`src/rtl/brisc_pkg.sv`:
```
// rtl/brisc_pkg.sv - shared core types and constants for the writeback path
package brisc_pkg;

    localparam int REG_LEN       = 32;
    localparam int WB_REG_BITS   = 5;
    localparam int WB_REG_NUM    = 32;
    localparam int WB_FIFO_DEPTH = 2;

    // One buffered writeback: destination register and the value to write.
    typedef struct packed {
        logic [WB_REG_BITS-1:0] rd;
        logic [REG_LEN-1:0]     data;
    } wb_entry_t;

    // Which producer owns the write port in a given cycle.
    typedef enum logic [1:0] {
        WB_ALU  = 2'd0,
        WB_LD   = 2'd1,
        WB_MUL  = 2'd2,
        WB_NONE = 2'd3
    } wb_src_e;

endpackage

```
`src/rtl/wb_arbiter_if.sv`:
```
// rtl/wb_arbiter_if.sv - producer, register-file and hazard-unit signals of the writeback arbiter
interface wb_arbiter_if
    import brisc_pkg::*;
#(
    parameter int REG_BITS = WB_REG_BITS,
    parameter int REG_NUM  = WB_REG_NUM
) ();

    logic                alu_valid;
    logic [REG_BITS-1:0] alu_rd;
    logic [REG_LEN-1:0]  alu_data;

    logic                ld_valid;
    logic                ld_ready;
    logic [REG_BITS-1:0] ld_rd;
    logic [REG_LEN-1:0]  ld_data;

    logic                mul_valid;
    logic                mul_ready;
    logic [REG_BITS-1:0] mul_rd;
    logic [REG_LEN-1:0]  mul_data;

    logic                wb_enable;
    logic [REG_BITS-1:0] wb_addr;
    logic [REG_LEN-1:0]  wb_data;

    logic [REG_NUM-1:0]  pending_mask;
    logic                stall_req;

    // The arbiter side.
    modport slave (
        input  alu_valid, alu_rd, alu_data,
        input  ld_valid, ld_rd, ld_data,
        input  mul_valid, mul_rd, mul_data,
        output ld_ready, mul_ready,
        output wb_enable, wb_addr, wb_data,
        output pending_mask, stall_req
    );

    // The producers / register file / hazard unit side.
    modport master (
        output alu_valid, alu_rd, alu_data,
        output ld_valid, ld_rd, ld_data,
        output mul_valid, mul_rd, mul_data,
        input  ld_ready, mul_ready,
        input  wb_enable, wb_addr, wb_data,
        input  pending_mask, stall_req
    );

endinterface

```
`src/rtl/wb_arbiter_fifo.sv`:
```
// rtl/wb_arbiter_fifo.sv - small synchronous FIFO of writeback entries with next-state occupancy export
module wb_fifo
    import brisc_pkg::*;
#(
    parameter  int DEPTH = WB_FIFO_DEPTH,
    localparam int PW    = $clog2(DEPTH),
    localparam int CW    = $clog2(DEPTH + 1)
) (
    input  logic             clk,
    input  logic             reset,
    input  logic             in_valid_i,
    output logic             in_ready_o,
    input  wb_entry_t        in_entry_i,
    input  logic             pop_i,
    output wb_entry_t        head_o,
    output logic             empty_o,
    output logic [CW-1:0]    count_o,
    output logic [DEPTH-1:0] valid_d_o,
    output wb_entry_t        mem_d_o [DEPTH]
);

    logic [PW-1:0]    wr_ptr_q, wr_ptr_d;
    logic [PW-1:0]    rd_ptr_q, rd_ptr_d;
    logic [CW-1:0]    count_q, count_d;
    logic [DEPTH-1:0] valid_q, valid_d;
    wb_entry_t        mem_q [DEPTH];
    wb_entry_t        mem_d [DEPTH];
    logic             push;
    logic             pop;

    // Ready looks only at the registered count: a pop this cycle does not free a slot early.
    assign in_ready_o = (count_q < CW'(DEPTH));
    assign empty_o    = (count_q == '0);
    // Writes to x0 complete the handshake but are never stored.
    assign push       = in_valid_i && in_ready_o && (in_entry_i.rd != '0);
    assign pop        = pop_i && !empty_o;
    assign head_o     = mem_q[rd_ptr_q];
    assign count_o    = count_q;
    assign valid_d_o  = valid_d;
    assign mem_d_o    = mem_d;

    // Next-state: retire the head and/or append at the tail; pointers wrap modulo DEPTH.
    always_comb begin
        mem_d    = mem_q;
        valid_d  = valid_q;
        wr_ptr_d = wr_ptr_q;
        rd_ptr_d = rd_ptr_q;
        if (pop) begin
            valid_d[rd_ptr_q] = 1'b0;
            rd_ptr_d          = rd_ptr_q + 1'b1;
        end
        if (push) begin
            mem_d[wr_ptr_q]   = in_entry_i;
            valid_d[wr_ptr_q] = 1'b1;
            wr_ptr_d          = wr_ptr_q + 1'b1;
        end
        count_d = count_q + CW'(push) - CW'(pop);
    end

    // Storage, pointers and occupancy; reset empties the FIFO.
    always_ff @(posedge clk or negedge reset) begin
        if (!reset) begin
            wr_ptr_q <= '0;
            rd_ptr_q <= '0;
            count_q  <= '0;
            valid_q  <= '0;
            for (int i = 0; i < DEPTH; i++) begin
                mem_q[i] <= '0;
            end
        end else begin
            wr_ptr_q <= wr_ptr_d;
            rd_ptr_q <= rd_ptr_d;
            count_q  <= count_d;
            valid_q  <= valid_d;
            mem_q    <= mem_d;
        end
    end

endmodule

```
`src/rtl/wb_arbiter.sv`:
```
// rtl/wb_arbiter.sv - merges ALU, load and multiply results into one register-file write per cycle
module wb_arbiter
    import brisc_pkg::*;
#(
    parameter int REG_BITS   = WB_REG_BITS,
    parameter int REG_NUM    = WB_REG_NUM,
    parameter int FIFO_DEPTH = WB_FIFO_DEPTH
) (
    input  logic         clk,
    input  logic         reset,
    wb_arbiter_if.slave  bus
);

    localparam int             CW          = $clog2(FIFO_DEPTH + 1);
    localparam logic [CW-1:0]  STALL_LEVEL = CW'(FIFO_DEPTH - 1);

    wb_entry_t             ld_in, mul_in;
    wb_entry_t             ld_head, mul_head;
    logic                  ld_empty, mul_empty;
    logic                  ld_pop, mul_pop;
    logic [CW-1:0]         ld_count, mul_count;
    logic [FIFO_DEPTH-1:0] ld_valid_d, mul_valid_d;
    wb_entry_t             ld_mem_d  [FIFO_DEPTH];
    wb_entry_t             mul_mem_d [FIFO_DEPTH];

    wb_src_e               grant;
    logic                  alu_hit;
    logic                  rr_mul_q, rr_mul_d;
    logic                  wb_en_q, wb_en_d;
    logic [REG_BITS-1:0]   wb_addr_q, wb_addr_d;
    logic [REG_LEN-1:0]    wb_data_q, wb_data_d;
    logic [REG_NUM-1:0]    mask_q, mask_d;

    assign ld_in   = '{rd: bus.ld_rd,  data: bus.ld_data};
    assign mul_in  = '{rd: bus.mul_rd, data: bus.mul_data};
    // An ALU result aimed at x0 is indistinguishable from no result.
    assign alu_hit = bus.alu_valid && (bus.alu_rd != '0);

    wb_fifo #(.DEPTH(FIFO_DEPTH)) u_ld_fifo (
        .clk        (clk),
        .reset      (reset),
        .in_valid_i (bus.ld_valid),
        .in_ready_o (bus.ld_ready),
        .in_entry_i (ld_in),
        .pop_i      (ld_pop),
        .head_o     (ld_head),
        .empty_o    (ld_empty),
        .count_o    (ld_count),
        .valid_d_o  (ld_valid_d),
        .mem_d_o    (ld_mem_d)
    );

    wb_fifo #(.DEPTH(FIFO_DEPTH)) u_mul_fifo (
        .clk        (clk),
        .reset      (reset),
        .in_valid_i (bus.mul_valid),
        .in_ready_o (bus.mul_ready),
        .in_entry_i (mul_in),
        .pop_i      (mul_pop),
        .head_o     (mul_head),
        .empty_o    (mul_empty),
        .count_o    (mul_count),
        .valid_d_o  (mul_valid_d),
        .mem_d_o    (mul_mem_d)
    );

    // Grant selection: the unstallable ALU first, then the FIFOs, sharing by round-robin when both wait.
    always_comb begin
        grant    = WB_NONE;
        rr_mul_d = rr_mul_q;
        if (alu_hit) begin
            grant = WB_ALU;
        end else if (!ld_empty && !mul_empty) begin
            grant = rr_mul_q ? WB_MUL : WB_LD;
        end else if (!ld_empty) begin
            grant = WB_LD;
        end else if (!mul_empty) begin
            grant = WB_MUL;
        end
        if (grant == WB_LD) begin
            rr_mul_d = 1'b1;
        end else if (grant == WB_MUL) begin
            rr_mul_d = 1'b0;
        end
    end

    assign ld_pop  = (grant == WB_LD);
    assign mul_pop = (grant == WB_MUL);

    // Next write-port contents; address and data hold when nothing is granted.
    always_comb begin
        wb_en_d   = 1'b0;
        wb_addr_d = wb_addr_q;
        wb_data_d = wb_data_q;
        case (grant)
            WB_ALU: begin
                wb_en_d   = 1'b1;
                wb_addr_d = bus.alu_rd;
                wb_data_d = bus.alu_data;
            end
            WB_LD: begin
                wb_en_d   = 1'b1;
                wb_addr_d = ld_head.rd;
                wb_data_d = ld_head.data;
            end
            WB_MUL: begin
                wb_en_d   = 1'b1;
                wb_addr_d = mul_head.rd;
                wb_data_d = mul_head.data;
            end
            default: ;
        endcase
    end

    // Destinations still owed a write, taken from next-state so the mask lines up with the registers.
    always_comb begin
        mask_d = '0;
        for (int i = 0; i < FIFO_DEPTH; i++) begin
            if (ld_valid_d[i]) begin
                mask_d[ld_mem_d[i].rd] = 1'b1;
            end
            if (mul_valid_d[i]) begin
                mask_d[mul_mem_d[i].rd] = 1'b1;
            end
        end
        if (wb_en_d) begin
            mask_d[wb_addr_d] = 1'b1;
        end
        mask_d[0] = 1'b0;
    end

    // Write-port register, round-robin pointer and pending mask.
    always_ff @(posedge clk or negedge reset) begin
        if (!reset) begin
            rr_mul_q  <= 1'b0;
            wb_en_q   <= 1'b0;
            wb_addr_q <= '0;
            wb_data_q <= '0;
            mask_q    <= '0;
        end else begin
            rr_mul_q  <= rr_mul_d;
            wb_en_q   <= wb_en_d;
            wb_addr_q <= wb_addr_d;
            wb_data_q <= wb_data_d;
            mask_q    <= mask_d;
        end
    end

    assign bus.wb_enable    = wb_en_q;
    assign bus.wb_addr      = wb_addr_q;
    assign bus.wb_data      = wb_data_q;
    assign bus.pending_mask = mask_q;
    // A nearly full FIFO cannot be drained while the ALU keeps the port busy, so hold the front end.
    assign bus.stall_req    = bus.alu_valid &&
                              ((ld_count >= STALL_LEVEL) || (mul_count >= STALL_LEVEL));

endmodule

```
`src/flat_wrapper.sv`:
```
// flat-port wrapper written by rule: the top's interface ports become plain ports
module wb_arbiter_flat import brisc_pkg::*;
#(
    parameter int REG_BITS   = WB_REG_BITS,
    parameter int REG_NUM    = WB_REG_NUM,
    parameter int FIFO_DEPTH = WB_FIFO_DEPTH
)
  (clk, reset, bus_alu_valid, bus_alu_rd, bus_alu_data, bus_ld_valid, bus_ld_rd, bus_ld_data, bus_mul_valid, bus_mul_rd, bus_mul_data, bus_ld_ready, bus_mul_ready, bus_wb_enable, bus_wb_addr, bus_wb_data, bus_pending_mask, bus_stall_req);
  wb_arbiter_if #(.REG_BITS(REG_BITS), .REG_NUM(REG_NUM)) bus_i ();
  input  logic clk;
  input  logic reset;
  input wire logic [$bits(bus_i.alu_valid)-1:0] bus_alu_valid;
  input wire logic [$bits(bus_i.alu_rd)-1:0] bus_alu_rd;
  input wire logic [$bits(bus_i.alu_data)-1:0] bus_alu_data;
  input wire logic [$bits(bus_i.ld_valid)-1:0] bus_ld_valid;
  input wire logic [$bits(bus_i.ld_rd)-1:0] bus_ld_rd;
  input wire logic [$bits(bus_i.ld_data)-1:0] bus_ld_data;
  input wire logic [$bits(bus_i.mul_valid)-1:0] bus_mul_valid;
  input wire logic [$bits(bus_i.mul_rd)-1:0] bus_mul_rd;
  input wire logic [$bits(bus_i.mul_data)-1:0] bus_mul_data;
  output wire logic [$bits(bus_i.ld_ready)-1:0] bus_ld_ready;
  output wire logic [$bits(bus_i.mul_ready)-1:0] bus_mul_ready;
  output wire logic [$bits(bus_i.wb_enable)-1:0] bus_wb_enable;
  output wire logic [$bits(bus_i.wb_addr)-1:0] bus_wb_addr;
  output wire logic [$bits(bus_i.wb_data)-1:0] bus_wb_data;
  output wire logic [$bits(bus_i.pending_mask)-1:0] bus_pending_mask;
  output wire logic [$bits(bus_i.stall_req)-1:0] bus_stall_req;
  assign bus_i.alu_valid = bus_alu_valid;
  assign bus_i.alu_rd = bus_alu_rd;
  assign bus_i.alu_data = bus_alu_data;
  assign bus_i.ld_valid = bus_ld_valid;
  assign bus_i.ld_rd = bus_ld_rd;
  assign bus_i.ld_data = bus_ld_data;
  assign bus_i.mul_valid = bus_mul_valid;
  assign bus_i.mul_rd = bus_mul_rd;
  assign bus_i.mul_data = bus_mul_data;
  assign bus_ld_ready = bus_i.ld_ready;
  assign bus_mul_ready = bus_i.mul_ready;
  assign bus_wb_enable = bus_i.wb_enable;
  assign bus_wb_addr = bus_i.wb_addr;
  assign bus_wb_data = bus_i.wb_data;
  assign bus_pending_mask = bus_i.pending_mask;
  assign bus_stall_req = bus_i.stall_req;
  wb_arbiter #(.REG_BITS(REG_BITS), .REG_NUM(REG_NUM), .FIFO_DEPTH(FIFO_DEPTH)) u_core (.clk(clk), .reset(reset), .bus(bus_i));
endmodule
```
`config.mk`:
```
export PLATFORM = sky130hd
export DESIGN_NAME = wb_arbiter_flat
export DESIGN_NICKNAME = d
export VERILOG_FILES = /design/src/rtl/brisc_pkg.sv /design/src/rtl/wb_arbiter_if.sv /design/src/rtl/wb_arbiter_fifo.sv /design/src/rtl/wb_arbiter.sv /design/src/flat_wrapper.sv
export SDC_FILE = /design/constraint.sdc
export NUM_CORES = 1
export LEC_CHECK = 0
export ABC_AREA = 0
export BUFFER_PORTS_ARGS = -buffer_cell sky130_fd_sc_hd__buf_4
export CAP_MARGIN = 20
export CORE_AREA = 2 2 139 168
export DETAILED_ROUTE_END_ITERATION = 10
export DIE_AREA = 0 0 141 170
export PLACE_DENSITY = 0.87
export SYNTH_ARGS = -nofsm -noshare
export SYNTH_HDL_FRONTEND = slang
export SYNTH_SLANG_ARGS = --single-unit
```
`constraint.sdc`:
```
create_clock -name clk -period 7.7 [get_ports clk]
set_clock_uncertainty 0.05 [all_clocks]
set_input_delay 1.155 -clock clk [delete_from_list [all_inputs] [get_ports clk]]
set_output_delay 1.155 -clock clk [all_outputs]
set_load 0.02 [all_outputs]
```
Word level (Yosys, flattened, before mapping). Index checks and enable logic that the tools add are counted.

Flip-flop bits (word level): 230. Input port bits: 116.

$add $sub $neg: 8. Order comparisons: 28. Eq/ne operators: 2. Muxes and demuxes: 51. Bitwise gates (word level): 14. Reductions and logical operators: 32.

Operators by type and width (count): $mux W37 (8); $mux W32 (5); $bwmux W74 (2); $mux W74 (2); $or A32 B32 Y32 (4); $pmux W32 S3 (1); $demux W37 S1 (2); $lt A5 B6 Y1 const B (5); $demux W1 S5 (5); $ge A5 B1 Y1 const B (5); $logic_and A1 B1 Y1 (20); $mux W2 (8); $pmux W5 S3 (1); $reduce_bool A5 Y1 (3); $mux W1 (13); $ge A2 B2 Y1 const B (4); $lt A1 B2 Y1 const B (4); $not A1 Y2 (4); $logic_not A2 Y1 (3); $add A1 B1 Y1 const B (4); $add A2 B1 Y2 (2); $and A2 B2 Y2 (2); $demux W1 S1 (4); $ge A1 B1 Y1 const B (4); 13 further kinds (20).

Logic depth before layout (Yosys ltp). Gate-level depths: netlist (run 1).

Word-level depth: 20. Depth in mapped cells: 13.

Modules after synthesis. From an unflattened synthesis (run 1), not the netlist that was laid out.

Cells, all modules: 949. Area, all modules: 11583.6 µm².

Modules (own cells, without submodules): wb_arbiter (times used 1, cells an instance 495, area an instance 4167.7 µm², seq. area each 1751.7 µm²); wb_fifo at u_core.u_ld_fifo (times used 1, cells an instance 227, area an instance 3713.6 µm², seq. area each 2001.9 µm²); wb_fifo at u_core.u_mul_fifo (times used 1, cells an instance 227, area an instance 3702.3 µm², seq. area each 2001.9 µm²).

Worst setup path before layout (run 1). OpenSTA, ideal clock, no wires.

Path type: input -> register. Start point: in bus_alu_rd[0]. End point: reg u_core.mask_q[13] (netlist: u_core.bus.pending_mask[13]). Setup time: 0.070 ns. Arrival time: 3.503 ns. Required time: 7.580 ns. Path slack: 4.077 ns. Cell stages on the path: 10. Buffers on the path: 1. Cells stage by stage: or4_1 -> o21ai_0 -> o21ai_0 -> ha_1 -> buf_2 -> o211ai_1 -> nand2_1 -> o41ai_1 -> a22oi_1 -> nand3_1.

Word-level cells in the longest chain between the ends: 17. Elaborated cells on any way between the ends: 31.

Ends and longest elaborated chain: from (decl) (line flat_wrapper.sv:13) `input wire logic [$bits(bus_i.alu_rd)-1:0] bus_alu_rd;`; $reduce_bool A5 Y1 (line wb_arbiter.sv:37) `assign alu_hit = bus.alu_valid && (bus.alu_rd != '0);`; $logic_and A1 B1 Y1 (line wb_arbiter.sv:37); $mux W2 (line wb_arbiter.sv:71) `if (alu_hit) begin`; $eq A2 B1 Y1 (line wb_arbiter.sv:87, wb_arbiter.sv:95); $logic_and A1 B1 Y1 (line wb_arbiter_fifo.sv:36) `assign pop = pop_i && !empty_o;`; $mux W2 (line wb_arbiter_fifo.sv:48) `if (pop) begin`; $or A2 B2 Y2 (no source line); $mux W2 (line wb_arbiter_fifo.sv:52) `if (push) begin`; (+2 left out); $mux W32 (line wb_arbiter.sv:122) `if (mul_valid_d[i]) begin`; $or A32 B32 Y32 (no source line); $mux W32 (line wb_arbiter.sv:119) `if (ld_valid_d[i]) begin`; $or A32 B32 Y32 (no source line); $mux W32 (line wb_arbiter.sv:122); $or A32 B32 Y32 (no source line); $mux W32 (*) (line wb_arbiter.sv:126) `if (wb_en_d) begin`; named net u_core.mask_d[13] (line wb_arbiter.sv:32) `logic [REG_NUM-1:0] mask_q, mask_d;`; to (signal assigned) (line wb_arbiter.sv:145) `mask_q <= mask_d;`; to (decl) (line wb_arbiter.sv:32).

Mark *: on every way through the listed nets, which the timed path passes. The rest lies on a longest branch. A chain may end at the register's enable or synchronous reset.

Final worst setup path (run 1).
Start point: in bus_alu_rd[0]. End point: reg u_core.mask_q[19] (netlist: u_core.bus.pending_mask[19]).

Same word-level chain as after synthesis.

==> run_results.csv, run 1 <==
group,metric,value,unit
run_status,outcome,"finished, final reports clean",
worst_setup_path,rrSetupSlack,3.72,ns
detailed_routing,route.detailed.drc,0,
logic_synthesis,yosysTopAreaCell,"dfrtp_1",
sta,max_freq,232,MHz
die,top_level_ports,189,
pwr,p_per_area,458,nW/um2
logic_synthesis,synth_fp_nets,1410,
sta,setup_viol,0,
clock_tree,cts_made_buffers,24,
logic_synthesis,syn_area,12100,um2
final_layout,drive_gt1_share,27.2,%
logic_synthesis,yosys-top-cells-count,"nand2_1, dfrtp_1, mux2_2",
detailed_routing,antenna_left,0,
global_routing,grt_max_degree,110,
logic_synthesis,synth_top_area_share,47.6,%
detailed_routing,wl_per_cell,21.4,um
sta,tightest_slew,1.22,ns
final_layout,final_util,64.8,%
worst_setup_path,critPathArrivalTime,4.64,ns
placed_design,place_ws,2.90,ns
detailed_routing,route.vias.total,10800,
sta,period_needed,4.31,ns
worst_setup_path,ff2ff_path_depth,10,
logic_synthesis,synth-edff-count,0,
worst_setup_path,endpoint,"u_core.bus.pending_mask[19]",
pwr,power.leakage,0.00680,uW
clock_tree,numClockSinks,230,
die,rows,60,
final_layout,multi_input_area,5870,um2
worst_hold_path,hp-class,"register to register",
detailed_routing,wl,36900,um
logic_synthesis,synth-main-ff-cell,"dfrtp_1",
worst_setup_path,endpoint_kind,"register",
clock_tree,post_cts_resize_count,0,
logic_synthesis,ys_types,65,
die,coreArea,22300,um2
final_layout,seq_area,5760,um2
logic_synthesis,synth_seq_area_share,47.6,%
worst_setup_path,start_kind,"input port",
logic_synthesis,synth_area_leaders,"dfrtp_1, nand2_1, mux2_2, o21ai_0, nand3_1",
die,die_x,141,um
final_layout,area_delta_synth_final,19.4,%
clock_tree,root_buffer,"clkbuf_16",
logic_synthesis,synth_cells,1286,
die,start_util,54.2,%
global_routing,grt_use_total,30.6,%
detailed_routing,drt_pass1_iterations,6,
placed_design,gp_congestion,0.929,
clock_tree,cts_post_setup_buffers_inserted,0,
sta,fin_tns_setup,0,ns
worst_setup_path,reg2reg_from,"u_core.u_mul_fifo.count_o[1]",
clock_tree,cts_tree,"built",
die,fp.dieH,170,um
global_routing,grt_pass1_vias,10900,
logic_synthesis,syn_avg_cell_area,9.40,um2
sta,slew_violations,0,
sta,period_share,56.0,%
logic_synthesis,yosysWarnings,0,
sta,fin_ws,3.39,ns
sta,maxSlewHeadroom,17.9,%
sta,rsz0062_at_grt,"no",
clock_tree,clk_pin_slew_worst_paths,0.06,ns
worst_setup_path,r2r-end,"u_core.bus.pending_mask[13]",
worst_setup_path,cp.required,8.03,ns
final_layout,n_fill_cell,1731,
logic_synthesis,yosysMostFrequentCell,"nand2_1",
job,cap_violations,0,
clock_tree,cts_max_level,1,
worst_setup_path,critical_path_class,"input port to register",
sta,hold_viol,0,
placed_design,port_buffers,187,
pwr,power,6620,uW
global_routing,antenna_found_initial,0,
global_routing,grt-ovfl-total,0,
global_routing,grt_pass1_wl,58400,um
die,die_area,24000,um2
clock_tree,ctsHoldBuffers,0,
clock_tree,cts_buffer_depth,3,
placed_design,hpwl,25200,um
detailed_routing,drt_iter0_markers,1199,
worst_setup_path,crit_path_max_fanout,40,
worst_setup_path,crit_start,"bus_alu_rd[0]",
clock_tree,insertion_delay,0.52,ns
logic_synthesis,ys_ff_latch,230,
worst_hold_path,min_path_cells,2,
pwr,ir_worst_vdd,262,uV
logic_synthesis,ys_async_sr_fraction,100,%
final_layout,nets,1553,
final_layout,antenna_cells,0,
detailed_routing,viasPerCell,6.23,
-- per-stage QoR --
stage | hold slack (ns) | std cells | cell area [um2]
3_5_place_dp | 0.408 | 1681 | 13600
2_1_floorplan | 0.390 | 1286 | 12100
3_3_place_gp | 0.401 | 1679 | 13600
4_1_cts | 0.422 | 1725 | 14400
6_report | 0.420 | 1726 | 14400
5_1_grt | 0.442 | 1726 | 14400
-- cell families after synthesis --
logic type               Yosys count  synth area share, %
XOR/XNOR                           6                0.435
AO/OA/AOI/OAI                    259                 15.7
other                              1               0.0310
buffers and inverters            113                 4.26
flip-flops                       230                 47.6
adder cells (fa/ha/maj)            8                0.828
multiplexers                     115                 10.8
AND/OR/NAND/NOR                  554                 20.3
-- final cells by class --
class	count	share of cell area [%]
Tap cell	279	2.42
Clock inverter	12	0.866
Inverter	27	0.702
Timing Repair Buffer	203	10.6
Clock buffer	32	4.93
Multi-Input combinational cell	943	40.6
Sequential cell	230	39.9
-- layout by cell type, fill, tap and decap left out, types with 5 or more instances in the layout --
cell type / instances
a21o_1: 5
a21oi_1: 6
a222oi_1: 13
a22oi_1: 46
a32oi_1: 32
buf_4: 200
clkbuf_16: 25
clkbuf_8: 6
clkinv_2: 6
dfrtp_1: 228
inv_1: 25
mux2_2: 106
nand2_1: 402
nand2b_1: 7
nand3_1: 71
nand3b_1: 5
nand4_1: 16
nor2_1: 20
nor2b_1: 8
o211ai_1: 9
o21ai_0: 94
o21ai_1: 5
o31ai_1: 12
o41ai_1: 6
xnor2_1: 6
-- worst min-delay path by stage --
stage                   from  endpoint
floorplan           register  register
global placement    register  register
detailed placement  register  register
CTS                 register  register
global route        register  register
finish              register  register
-- power by group --
group          internal [uW]  total, uW  switching [uW]  leakage (uW)
combinational           1250       3130            1890       0.00354
clock                    719       1220             501      0.000415
sequential              1780       2260             480       0.00285
-- metal layers --
metal / up-vias / share of wire (%) / global-route usage (%)
met3: 116 / 7.3 / 4.00
met4: 0 / 5.1 / 14.3
met5: - / 0 / 0
met1: 5261 / 39 / 38.5
li1: 4827 / - / -
met2: 547 / 49 / 52.7
-- critical path, stage by stage --
cell	delay, ns
buf_4	0.11
or4_1	0.51
o21ai_0	0.20
o21ai_0	0.19
inv_1	0.13
ha_2	0.81
o21ai_1	0.34
o211ai_1	0.28
mux2i_1	0.29
buf_4	0.29
a32oi_1	0.19
nand3_1	0.12
Power figures use the tool's default switching activity.
==> inputs of run 2 (changes only) <==
==> constraint.sdc (replaced) <==
create_clock -name clk -period 4.5 [get_ports clk]
set_clock_uncertainty 0.05 [all_clocks]
set_input_delay 0.675 -clock clk [delete_from_list [all_inputs] [get_ports clk]]
set_output_delay 0.675 -clock clk [all_outputs]
set_load 0.02 [all_outputs]
==> run_results.csv, run 2 (synthesis gave the netlist of run 1 again) <==
group,metric,value,unit
run_status,outcome,"finished, final reports clean",
final_layout,n_fill_cell,1700,
die,die_area,24000,um2
worst_setup_path,critPathArrivalTime,3.87,ns
sta,tightest_slew,1.13,ns
clock_tree,post_cts_resize_count,0,
die,coreArea,22300,um2
detailed_routing,antenna_left,0,
worst_setup_path,crit_chain,"nor2_1 -> nor2b_1 -> o21ai_0 -> inv_1 -> ha_2 -> o211ai_1 -> nand2_1 -> o41ai_1 -> a22oi_1 -> nand3_1",
job,cap_violations,0,
clock_tree,insertion_delay,0.53,ns
global_routing,grt_pass1_vias,10700,
final_layout,drive_gt1_share,27.7,%
final_layout,layout_common_cells,"nand2_1, dfrtp_1, buf_4, mux2_2, o21ai_0",
sta,period_share,77.0,%
sta,slew_violations,0,
clock_tree,clk_pin_slew_worst_paths,0.06,ns
pwr,power.leakage,0.00691,uW
die,rows,60,
worst_setup_path,cp.required,4.90,ns
sta,max_freq,289,MHz
sta,hold_viol,0,
sta,rsz0062_at_grt,"no",
final_layout,antenna_cells,0,
detailed_routing,route.vias.total,10700,
final_layout,final_common_cell,"nand2_1",
detailed_routing,wl_per_cell,21.1,um
worst_setup_path,ff2ff_path_depth,10,
placed_design,gp_congestion,0.936,
sta,period_needed,3.46,ns
worst_hold_path,hp-class,"input port to async pin",
clock_tree,cts_made_buffers,25,
global_routing,grt_use_total,30.6,%
detailed_routing,wl,36900,um
placed_design,place_ws,0.733,ns
clock_tree,root_buffer,"clkbuf_16",
clock_tree,cts_post_setup_buffers_inserted,0,
die,fp.dieH,170,um
worst_setup_path,crit_path_max_fanout,10,
sta,fin_tns_setup,0,ns
clock_tree,numClockSinks,230,
worst_setup_path,endpoint_kind,"register",
global_routing,grt_pass1_wl,58300,um
worst_setup_path,slowest_stage,"o41ai_1",
placed_design,hpwl,25600,um
sta,setup_viol,0,
final_layout,nets,1573,
clock_tree,cts_buffer_depth,3,
sta,fin_ws,1.04,ns
worst_setup_path,critical_path.max_stage_delay,0.75,ns
clock_tree,cts_max_level,1,
die,top_level_ports,189,
final_layout,area_delta_synth_final,20.9,%
worst_setup_path,critical_path_class,"register to register",
detailed_routing,viasPerCell,6.14,
detailed_routing,drt_pass1_iterations,7,
sta,maxSlewHeadroom,24.5,%
global_routing,grt_max_degree,126,
pwr,ir_worst_vdd,499,uV
clock_tree,cts_tree,"built",
detailed_routing,drt_iter0_markers,1000,
global_routing,grt-ovfl-total,0,
detailed_routing,route.detailed.drc,0,
worst_setup_path,start_kind,"register",
placed_design,port_buffers,187,
die,start_util,54.2,%
clock_tree,ctsHoldBuffers,0,
pwr,p_per_area,784,nW/um2
die,die_x,141,um
global_routing,antenna_found_initial,0,
==> run 2: worst max-delay path, delay by kind of cell (launching register included) <==
| kind | cells | cell delay (ns) |
|---|---|---|
| AO/OA/AOI/OAI | 4 | 1.54 |
| AND/OR/NAND/NOR | 4 | 0.89 |
| flip-flops | 1 | 0.50 |
| adder cells (fa/ha/maj) | 1 | 0.29 |
| buffers and inverters | 1 | 0.13 |
==> run 2: where the power goes <==
| group | total, uW | internal, uW | switching, uW |
|---|---|---|---|
| logic | 5570 | 2220 | 3350 |
| clock network | 2130 | 1300 | 836 |
| registers | 3750 | 3060 | 696 |
| total | 11500 | 6580 | 4880 |
==> run 2: through the flow <==
stage / power, uW / hold WS, ns / instance area (um2) / cells / utilization, %
6_report: 11500 / 0.231 / 14600 / 1747 / 65.5
5_1_grt: 12100 / 0.293 / 14600 / 1747 / 65.5
4_1_cts: 11400 / 0.259 / 14600 / 1747 / 65.5
3_5_place_dp: 9240 / 0.408 / 13800 / 1701 / 61.7
3_3_place_gp: 9070 / 0.402 / 13800 / 1701 / 61.7
2_1_floorplan: 7350 / 0.329 / 12100 / 1286 / -
==> run 2: layer usage <==
layer | GRT usage [%] | vias to the layer above | routed length, um
li1 | - | 4868 | -
met1 | 37.8 | 5206 | 14100
met2 | 53.6 | 540 | 18400
met3 | 5.68 | 105 | 2850
met4 | 11.9 | 0 | 1520
met5 | 0 | - | 0
==> run 2: worst paths after layout <==
path | start | end | slack (ns)
setup reg to reg | u_core.u_mul_fifo.count_o[1] | u_core.bus.pending_mask[13] | 1.04
hold / removal | reset | u_core.u_ld_fifo.count_o[0] | 0.23
hold reg to reg | register | register | 0.42
min in group clk | bus_mul_data[14] | register | 0.30
max in group asynchronous | reset | async pin | 3.19
setup / recovery | u_core.u_mul_fifo.count_o[1] | u_core.bus.pending_mask[13] | 1.04
==> run 2: area by class of cell <==
class                   instances  area, um2  area share [%]
clock inverters                 7        118           0.805
well taps                     279        349            2.39
multi-input cells             943       5860            40.1
clock buffers                  39        738            5.05
inverters                      27        101           0.694
flip-flops and latches        230       5760            39.4
repair buffers                222       1690            11.5
